==> config.mk <==
export PLATFORM = sky130hd
export DESIGN_NAME = game_link_ctl
export DESIGN_NICKNAME = d
export VERILOG_FILES = /design/src/rtl/game_link_pkg.sv /design/src/rtl/game_link_rx.sv /design/src/rtl/game_link_ctl.sv
export SDC_FILE = /design/constraint.sdc
export NUM_CORES = 1
export LEC_CHECK = 0
export ABC_CLOCK_PERIOD_IN_PS = 2700
export BUFFER_PORTS_ARGS = -buffer_cell sky130_fd_sc_hd__buf_2
export CAP_MARGIN = 20
export CORE_ASPECT_RATIO = 1.25
export CORE_UTILIZATION = 58
export CTS_CLUSTER_SIZE = 30
export DETAILED_ROUTE_END_ITERATION = 7
export GPL_TIMING_DRIVEN = 0
export PLACE_DENSITY = 0.83
export SLEW_MARGIN = 30
export SYNTH_ARGS = -nofsm -noshare
export SYNTH_HDL_FRONTEND = slang
export SYNTH_SLANG_ARGS = --single-unit
==> constraint.sdc <==
create_clock -name clk -period 2.7 [get_ports clk]
set_clock_uncertainty 0.1 [all_clocks]
set_input_delay 0.27 -clock clk [delete_from_list [all_inputs] [get_ports clk]]
set_output_delay 0.27 -clock clk [all_outputs]
set_load 0.03 [all_outputs]
==> src/rtl/game_link_pkg.sv <==
// Shared constants, state types and frame helpers for the board-to-board game link.
package game_link_pkg;

  localparam logic [7:0]  LINK_SYNC_BYTE = 8'hD5;
  localparam int unsigned FLAG_STARTED   = 0;
  localparam int unsigned FLAG_FINISHED  = 1;
  localparam int unsigned SEQ_LSB        = 4;
  localparam int unsigned FRAME_BYTES    = 5;

  typedef enum logic [2:0] {
    TX_IDLE,
    TX_SYNC,
    TX_FLAGS,
    TX_HI,
    TX_LO,
    TX_CHK
  } tx_state_t;

  typedef enum logic [2:0] {
    RX_HUNT,
    RX_FLAGS,
    RX_HI,
    RX_LO,
    RX_CHK
  } rx_state_t;

  function automatic logic [7:0] link_flags(logic [3:0] seq, logic finished, logic started);
    logic [7:0] f;
    f                 = '0;
    f[FLAG_STARTED]   = started;
    f[FLAG_FINISHED]  = finished;
    f[SEQ_LSB +: 4]   = seq;
    return f;
  endfunction

endpackage

==> src/rtl/game_link_rx.sv <==
// Enemy frame parser: hunts for sync, checks checksum and score range, counts rejects.
module game_link_rx
  import game_link_pkg::*;
#(
  parameter int unsigned SCORE_WIDTH = 7
) (
  input  logic                   clk,
  input  logic                   rst,
  input  logic [7:0]             rx_data,
  input  logic                   rx_valid,
  output logic                   frame_ok,
  output logic                   rx_started,
  output logic                   rx_finished,
  output logic [SCORE_WIDTH-1:0] rx_score,
  output logic [7:0]             frame_err_cnt
);

  rx_state_t   state_q, state_d;
  logic [7:0]  acc_q, acc_d;      // running xor of FLAGS, HI and LO
  logic        st_q, st_d;
  logic        fin_q, fin_d;
  logic [15:0] score_q, score_d;
  logic        frame_end, chk_ok, range_ok;

  assign frame_end = (state_q == RX_CHK) && rx_valid;
  assign chk_ok    = (rx_data == acc_q);
  assign range_ok  = ((32'(score_q) >> SCORE_WIDTH) == 32'd0);
  assign frame_ok  = frame_end && chk_ok && range_ok;

  always_comb begin
    state_d = state_q;
    acc_d   = acc_q;
    st_d    = st_q;
    fin_d   = fin_q;
    score_d = score_q;
    if (rx_valid) begin
      unique case (state_q)
        RX_HUNT: if (rx_data == LINK_SYNC_BYTE) state_d = RX_FLAGS;
        RX_FLAGS: begin
          acc_d   = rx_data;
          st_d    = rx_data[FLAG_STARTED];
          fin_d   = rx_data[FLAG_FINISHED];
          state_d = RX_HI;
        end
        RX_HI: begin
          acc_d          = acc_q ^ rx_data;
          score_d[15:8]  = rx_data;
          state_d        = RX_LO;
        end
        RX_LO: begin
          acc_d         = acc_q ^ rx_data;
          score_d[7:0]  = rx_data;
          state_d       = RX_CHK;
        end
        RX_CHK:  state_d = RX_HUNT;
        default: state_d = RX_HUNT;
      endcase
    end
  end

  always_ff @(posedge clk or posedge rst) begin
    if (rst) begin
      state_q <= RX_HUNT;
      acc_q   <= '0;
      st_q    <= 1'b0;
      fin_q   <= 1'b0;
      score_q <= '0;
    end else begin
      state_q <= state_d;
      acc_q   <= acc_d;
      st_q    <= st_d;
      fin_q   <= fin_d;
      score_q <= score_d;
    end
  end

  always_ff @(posedge clk or posedge rst) begin
    if (rst) begin
      rx_started    <= 1'b0;
      rx_finished   <= 1'b0;
      rx_score      <= '0;
      frame_err_cnt <= '0;
    end else if (frame_ok) begin
      rx_started  <= st_q;
      rx_finished <= fin_q;
      rx_score    <= score_q[SCORE_WIDTH-1:0];
    end else if (frame_end && frame_err_cnt != 8'hFF) begin
      frame_err_cnt <= frame_err_cnt + 8'd1;
    end
  end

endmodule

==> src/rtl/game_link_ctl.sv <==
// Game link controller: periodic/on-change framed status TX plus enemy frame RX.
// Optional link watchdog enabled by defining LINK_WATCHDOG_EN.
module game_link_ctl
  import game_link_pkg::*;
#(
  parameter int unsigned SCORE_WIDTH      = 7,
  parameter int unsigned TX_PERIOD_CYCLES = 400_000,
  parameter int unsigned TIMEOUT_FRAMES   = 8
) (
  input  logic                   clk,
  input  logic                   rst,
  input  logic                   my_started,
  input  logic                   my_finished,
  input  logic [SCORE_WIDTH-1:0] my_score,
  output logic [7:0]             tx_data,
  output logic                   tx_valid,
  input  logic                   tx_ready,
  input  logic [7:0]             rx_data,
  input  logic                   rx_valid,
  output logic                   enemy_started,
  output logic                   enemy_finished,
  output logic [SCORE_WIDTH-1:0] enemy_score,
  output logic                   link_up,
  output logic [7:0]             frame_err_cnt
);

  localparam int unsigned TimerW = (TX_PERIOD_CYCLES > 1) ? $clog2(TX_PERIOD_CYCLES) : 1;
  localparam logic [TimerW-1:0] TimerReload = TimerW'(TX_PERIOD_CYCLES - 1);

  tx_state_t               state_q, state_d;
  logic [TimerW-1:0]       timer_q, timer_d;
  logic [3:0]              seq_q, seq_d;
  logic                    snap_st_q, snap_st_d;
  logic                    snap_fin_q, snap_fin_d;
  logic [SCORE_WIDTH-1:0]  snap_score_q, snap_score_d;
  logic                    changed;
  logic [15:0]             score16;
  logic [7:0]              flags;

  assign changed = {my_started, my_finished, my_score} != {snap_st_q, snap_fin_q, snap_score_q};
  assign score16 = 16'(snap_score_q);
  assign flags   = link_flags(seq_q, snap_fin_q, snap_st_q);

  always_comb begin
    state_d      = state_q;
    seq_d        = seq_q;
    snap_st_d    = snap_st_q;
    snap_fin_d   = snap_fin_q;
    snap_score_d = snap_score_q;
    // Timer parks at zero, so an expiry during a frame is held until TX_IDLE services it.
    timer_d      = (timer_q != '0) ? timer_q - TimerW'(1) : timer_q;
    unique case (state_q)
      TX_IDLE: begin
        if (timer_q == '0 || changed) begin
          state_d      = TX_SYNC;
          snap_st_d    = my_started;
          snap_fin_d   = my_finished;
          snap_score_d = my_score;
          timer_d      = TimerReload;
          seq_d        = seq_q + 4'd1;
        end
      end
      TX_SYNC:  if (tx_ready) state_d = TX_FLAGS;
      TX_FLAGS: if (tx_ready) state_d = TX_HI;
      TX_HI:    if (tx_ready) state_d = TX_LO;
      TX_LO:    if (tx_ready) state_d = TX_CHK;
      TX_CHK:   if (tx_ready) state_d = TX_IDLE;
      default:  state_d = TX_IDLE;
    endcase
  end

  always_comb begin
    tx_data  = '0;
    tx_valid = (state_q != TX_IDLE);
    unique case (state_q)
      TX_SYNC:  tx_data = LINK_SYNC_BYTE;
      TX_FLAGS: tx_data = flags;
      TX_HI:    tx_data = score16[15:8];
      TX_LO:    tx_data = score16[7:0];
      TX_CHK:   tx_data = flags ^ score16[15:8] ^ score16[7:0];
      default:  tx_data = '0;
    endcase
  end

  always_ff @(posedge clk or posedge rst) begin
    if (rst) begin
      state_q      <= TX_IDLE;
      timer_q      <= '0;
      seq_q        <= '0;
      snap_st_q    <= 1'b0;
      snap_fin_q   <= 1'b0;
      snap_score_q <= '0;
    end else begin
      state_q      <= state_d;
      timer_q      <= timer_d;
      seq_q        <= seq_d;
      snap_st_q    <= snap_st_d;
      snap_fin_q   <= snap_fin_d;
      snap_score_q <= snap_score_d;
    end
  end

  logic frame_ok, rx_started, rx_finished, seen_q, alive;

  game_link_rx #(
    .SCORE_WIDTH (SCORE_WIDTH)
  ) u_rx (
    .clk           (clk),
    .rst           (rst),
    .rx_data       (rx_data),
    .rx_valid      (rx_valid),
    .frame_ok      (frame_ok),
    .rx_started    (rx_started),
    .rx_finished   (rx_finished),
    .rx_score      (enemy_score),
    .frame_err_cnt (frame_err_cnt)
  );

  always_ff @(posedge clk or posedge rst) begin
    if (rst) begin
      seen_q <= 1'b0;
    end else if (frame_ok) begin
      seen_q <= 1'b1;
    end
  end

`ifdef LINK_WATCHDOG_EN
  localparam int unsigned WdLimit = TIMEOUT_FRAMES * TX_PERIOD_CYCLES;
  localparam int unsigned WdW     = $clog2(WdLimit + 1);

  logic [WdW-1:0] wd_q;

  always_ff @(posedge clk or posedge rst) begin
    if (rst) begin
      wd_q <= '0;
    end else if (frame_ok) begin
      wd_q <= '0;
    end else if (wd_q != WdW'(WdLimit)) begin
      wd_q <= wd_q + WdW'(1);
    end
  end

  assign alive = (wd_q != WdW'(WdLimit));
`else
  assign alive = 1'b1;
`endif

  // Flags are masked while the watchdog has expired; the score is deliberately held.
  assign link_up        = seen_q & alive;
  assign enemy_started  = rx_started & alive;
  assign enemy_finished = rx_finished & alive;

endmodule

* Word level (Yosys, flattened, before mapping)
Index checks and enable logic that the tools add are counted.
** Word-level totals
- Input bits :: 21
- Output and inout port bits :: 27
- Bits in registers :: 82
- Word-level logic and storage cells :: 78
** Operators by class
- Bitwise operators :: 3
- Mux-type cells :: 14
- Reduce and logical (&&, ||, !) cells :: 21
- Add/subtract/negate cells :: 3
- Eq/ne operators :: 20
** Operators with widths (number)
- $mux W19 :: 3
- $logic_not A32 Y1 :: 1
- $pmux W8 S4 :: 1
- $mux W3 :: 7
- $logic_not A19 Y1 :: 1
- $reduce_bool A19 Y1 :: 1
- $sub A19 B1 Y19 const B :: 1
- $pmux W3 S6 :: 1
- $pmux W8 S2 :: 1
- $reduce_and A2 Y1 :: 7
- $eq A3 B2 Y1 const B :: 4
- $ne A2 B2 Y1 const B :: 6
- $pmux W3 S4 :: 1
- $eq A3 B3 Y1 const B :: 3
- $ne A9 B9 Y1 :: 1
- $add A8 B1 Y8 const B :: 1
- $eq A8 B8 Y1 :: 1
- $eq A8 B8 Y1 const B :: 1
- $ne A8 B8 Y1 const B :: 1
- $xor A8 B7 Y8 :: 1
- $xor A8 B8 Y8 :: 1
- $eq A3 B1 Y1 const B :: 2
- $logic_not A3 Y1 :: 2
- $reduce_and A6 Y1 :: 1
- 8 further kinds :: 11

* Depth between registers and ports, before layout
- Depth in word-level cells :: 6
- Depth in mapped cells :: 8
- Mapped depth without buffers :: 7

* Hierarchy
From an unflattened synthesis, not the netlist that was laid out.
** Unflattened totals
- Cell total of the unflattened synthesis :: 393
- Area, all modules :: 4170.2 um^2
** By module, submodules not included
- game_link_rx :: cells an instance 166, instances 1, area each 2094.5 um^2, sequential area each 1151.1 um^2
- game_link_ctl :: cells an instance 227, instances 1, area each 2075.7 um^2, sequential area each 900.9 um^2

* Worst setup path after synthesis
No wires, ideal clock.
- Path kind :: register to register
- Start point :: register state_q[2]
- End point :: register seq_q[1]
- Arrival :: 2133 ps
- Setup time :: 125 ps
- Clock period less this slack :: 2358 ps
- Path slack :: 342 ps
- Required time :: 2475 ps
- Stages on the path, launching flop included :: 6
- Buffers on the path :: 0
- Path through :: dfrtp_1 > nor3_1 > inv_1 > a21oi_1 > nor2_2 > mux2_2
** On the way
- Longest elaborated chain between the ends :: 2
** Ends and longest elaborated chain
- start, declared :: line game_link_ctl.sv:30 : tx_state_t state_q, state_d;
- start signal, assigned :: line game_link_ctl.sv:94 : state_q <= state_d;
- $logic_not A3 Y1 :: line game_link_ctl.sv:52 : unique case (state_q)
- $reduce_and A2 Y1 (no line)
- end signal, assigned :: line game_link_ctl.sv:96 : seq_q <= seq_d;
- end, declared :: line game_link_ctl.sv:32 : logic [3:0] seq_q, seq_d;
Every way passes these cells.
A chain may end at the register's enable or synchronous reset.

* Final worst setup path
- Start point :: register snap_score_q[2]
- End point :: register snap_score_q[4]
** On the way
- Longest elaborated chain between the ends :: 3
** Ends and longest elaborated chain
- start, declared :: line game_link_ctl.sv:35 : logic [SCORE_WIDTH-1:0] snap_score_q, snap_score_d;
- start signal, assigned :: line game_link_ctl.sv:99 : snap_score_q <= snap_score_d;
- $ne A9 B9 Y1 :: line game_link_ctl.sv:40 : assign changed = {my_started, my_finished, my_score} != {snap_st_q, snap_fin_q, snap_score_q};
- $logic_or A1 B1 Y1 :: line game_link_ctl.sv:54 : if (timer_q == '0 || changed) begin
- $reduce_and A2 Y1 (no line)
Every way passes these cells.

==> results.json <==
{
  "antenna_found_initial": 0,
  "worst_slew_pin_slew_ns": 0.6380,
  "clkPwrFrac_pct": 21.8,
  "drt_iter0_markers": 153,
  "hold_viol": 0,
  "cts_made_buffers": 9,
  "nFillCells": 527,
  "worstRegToRegCells": 5,
  "r2r_slack_ns": 0.18,
  "timing.final.crit_share_pct": 93.30,
  "yosys.area_share.simple_pct": 18.27,
  "report.final.setup_viol": 0,
  "die_y_microns": 96.82,
  "antenna_cells": 0,
  "synth.area.mux_share_pct": 10.95,
  "cts_tree": "built",
  "grt.met3_usage_pct": 4.434,
  "critPathArrivalTime_ns": 2.66,
  "slew_headroom_pct": 57.07,
  "final_area_sq_mm": 0.004842,
  "synthesis.area_sq_mm": 0.004172,
  "rows": 34,
  "ys_warn_count": 0,
  "irDropWorstVdd_mv": 0.7012,
  "grtUsageTotal_pct": 25.78,
  "grt_pass1_wl_mm": 15.27,
  "clock-sinks": 82,
  "io_pins": 48,
  "combPwrFrac_pct": 38.4,
  "rr_startpoint": "snap_score_q[2]",
  "synth_ff_type": "dfrtp_1",
  "drc": 0,
  "outcome": "finished, final reports clean",
  "intPower_w": 0.003085,
  "coreArea_sq_mm": 0.006977,
  "max_stage_delay_ns": 0.58,
  "die_area_sq_mm": 0.007538,
  "worstSetupPathType": "reg2reg",
  "switching_share_pct": 38.39,
  "drtAntennaViolNets": 0,
  "post_cts_buffers": 0,
  "via_per_inst": 5.956,
  "synth_top_family_by_area": "simple AND/OR/NAND/NOR gates",
  "start_util_pct": 59.79,
  "rsz0062_at_grt": "false",
  "area_growth_pct": 16.08,
  "min_path_cells": 3,
  "synth_fa_ha_area_share_pct": 1.200,
  "required_ns": 2.84,
  "p_leak_nw": 2.077,
  "clk_latency_ns": 0.35,
  "cts.clk_slew.worst_paths_ns": 0.09,
  "first_global_vias": 3356,
  "ys_types": 55,
  "die_x_microns": 77.86,
  "top_usage_layer": "met2",
  "seq_power_share_pct": 39.8,
  "first_pass_iters": 4,
  "port_buffers": 46,
  "nets": 473,
  "power-per-cell-area_mw_per_mm2": 1034,
  "synth_compound_area_share_pct": 9.688,
  "place_congestion": 0.8276,
  "fin_crit_ns": 2.519,
  "grt_max_degree": 51,
  "maxCapViolations": 0,
  "startpoint_type": "flop",
  "hpwl_mm": 6.256,
  "clk_path_buf_depth": 2,
  "worst_hold_path_type": "in2reg",
  "drive_gt1_share_pct": 27.37,
  "seq_area_frac_synth_pct": 49.19,
  "final-max-slew-violation-count": 0,
  "avgSynthCellArea_sq_um": 10.72,
  "async_reset_ff_share_pct": 100.0,
  "routed_wl_mm": 8.722,
  "p_sw_w": 0.001922,
  "synth_edf_count": 0,
  "rr_endpoint": "snap_score_q[4]",
  "finalSetupTns_ns": 0,
  "vias": 3234,
  "placed_area_sq_mm": 0.004547,
  "critPathCaptureType": "flop",
  "synth_cells": 389,
  "htree_levels": 3,
  "max_freq_mhz": 397.0,
  "met2_usage_pct": 45.13,
  "hold_end": "snap_score_q[3]",
  "crit_chain": "xor2_1, nor4_1, a21oi_2, nor2_2, mux2_2",
  "clock-root-buffer": "clkbuf_8",
  "synth_nets": 414,
  "synth_xor_area_share_pct": 8.188,
  "slowest_stage": "nor4_1",
  "use_met1_pct": 30.58,
  "grt_overflow_total": 0,
  "min_from": "my_score[3]",
  "ys_ff_latch": 82,
  "crit_fanout": 10,
  "wl_per_cell_microns": 16.06
}
cell type report:
class | instances | area [sq um] | share of cell area, %
Buffer | 12 | 63.81 | 1.318
Clock buffer | 10 | 137.6 | 2.842
Clock inverter | 6 | 113.9 | 2.351
Inverter | 11 | 46.29 | 0.9561
Multi-Input combinational cell | 284 | 2048 | 42.30
Sequential cell | 82 | 2052 | 42.38
Tap cell | 90 | 112.6 | 2.326
Timing Repair Buffer | 48 | 267.8 | 5.530
flip-flops by register name, summed over array words and instances (netlist names):
| name | cells |
|---|---|
| snap_score_q | 7 |
| u_rx.rx_started | 1 |
| u_rx.acc_q | 8 |
| u_rx.st_q | 1 |
| u_rx.score_q | 16 |
| u_rx.frame_err_cnt | 8 |
| u_rx.rx_finished | 1 |
| u_rx.state_q | 3 |
| u_rx.rx_score | 7 |
| seq_q | 4 |
| link_up | 1 |
| timer_q | 19 |
| state_q | 3 |
| snap_st_q | 1 |
| u_rx.fin_q | 1 |
| snap_fin_q | 1 |
power by group through the flow:
stage               registers [W]  logic (W)  clock network [W]
detailed placement        0.00200    0.00191                  0
global route              0.00205    0.00213            0.00116
finish                    0.00199    0.00192            0.00109
global placement          0.00196    0.00183                  0
CTS                       0.00198    0.00193            0.00111
floorplan                 0.00194    0.00146                  0
cell usage in the layout, fill, tap and decap left out, drive strengths merged, types with 4 or more instances in the layout:
cell type  netlist  routed
nor4            11      11
nor2            22      22
xor2            19      19
xnor2           20      20
o22ai            6       6
clkbuf           7      17
nand3            7       7
nand4            6       6
mux2i            4       4
or4              4       4
dfrtp           82      82
mux2            37      37
buf              5      52
inv              9       9
ha               4       4
and4             6       6
o21ai           24      24
a311oi           5       5
nand2           38      38
nand2b           5       5
a21oi           16      16
nor3            19      19
synthesized netlist by cell type, drive strengths merged, types with 6 or more instances:
library cell  number  share of area [%]
mux2              37                 10
nand4              6               0.90
inv                9               0.81
a21oi             16                1.9
nand3              7               0.84
nor3              19                2.7
o22ai              6                1.0
o21ai             24                2.9
xor2              19                4.0
nor2              22                2.2
nor4              11                2.2
nand2             38                3.4
xnor2             20                4.2
and4               6                1.3
dfrtp             82                 49
clkbuf             7               0.63
through the flow:
| step | util (%) | std cells | hold slack (ns) | worst slack (ns) | power (W) |
|---|---|---|---|---|---|
| floorplan | - | 389 | 0.2868 | 0.2216 | 0.003400 |
| CTS | 69.06 | 543 | 0.03079 | 0.01948 | 0.005023 |
| global route | 69.40 | 543 | 0.06031 | 0.01297 | 0.005341 |
| finish | 69.40 | 543 | 0.04160 | 0.1810 | 0.005007 |
| global placement | 64.71 | 525 | 0.3507 | -0.6596 | 0.003787 |
| detailed placement | 65.17 | 526 | 0.1754 | -0.04839 | 0.003909 |
worst max-delay path: cells and delay by family (launching register included):
kind	cells	cell delay [ns]
and+or+nand+nor	2	1.07
DFF	1	0.41
muxes	1	0.40
AOI/OAI and AO/OA	1	0.26
xor gates and xnor gates	1	0.17
routing by layer:
metal | wire, microns | vias up
li1 | - | 1526
met1 | 3542 | 1629
met2 | 4769 | 65
met3 | 233 | 14
met4 | 177 | 0
met5 | 0 | -
worst max path at each step:
stage               startpoint          endpoint  slack, ns  depth (start not counted)
2_1_floorplan              rst           link_up       0.22                          1
3_3_place_gp               rst     u_rx.acc_q[4]      -0.66                          2
3_5_place_dp   u_rx.state_q[0]  u_rx.rx_score[4]      -0.05                          6
4_1_cts             timer_q[0]          seq_q[0]       0.02                          8
5_1_grt            timer_q[11]          seq_q[0]       0.01                          7
6_report       snap_score_q[2]   snap_score_q[4]       0.18                          5
cell families (layout without fill, tap and decap cells):
| kind of cell | after synthesis | after routing |
|---|---|---|
| XOR/XNOR | 39 | 39 |
| adder cells (fa/ha/maj) | 4 | 4 |
| AO/OA/AOI/OAI | 65 | 65 |
| buffers and inverters | 23 | 87 |
| flip-flops | 82 | 82 |
| AND/OR/NAND/NOR | 135 | 135 |
| multiplexers | 41 | 41 |
what timing repair did:
action / CTS / global route
endpoints found under the hold margin: 32 / 0
endpoints found under the setup margin: 15 / 30
hold buffers: 1 / 0
resized for setup: 2 / 4
cloned: 0 / 0
No activity file was read; power rests on OpenSTA's default activity.
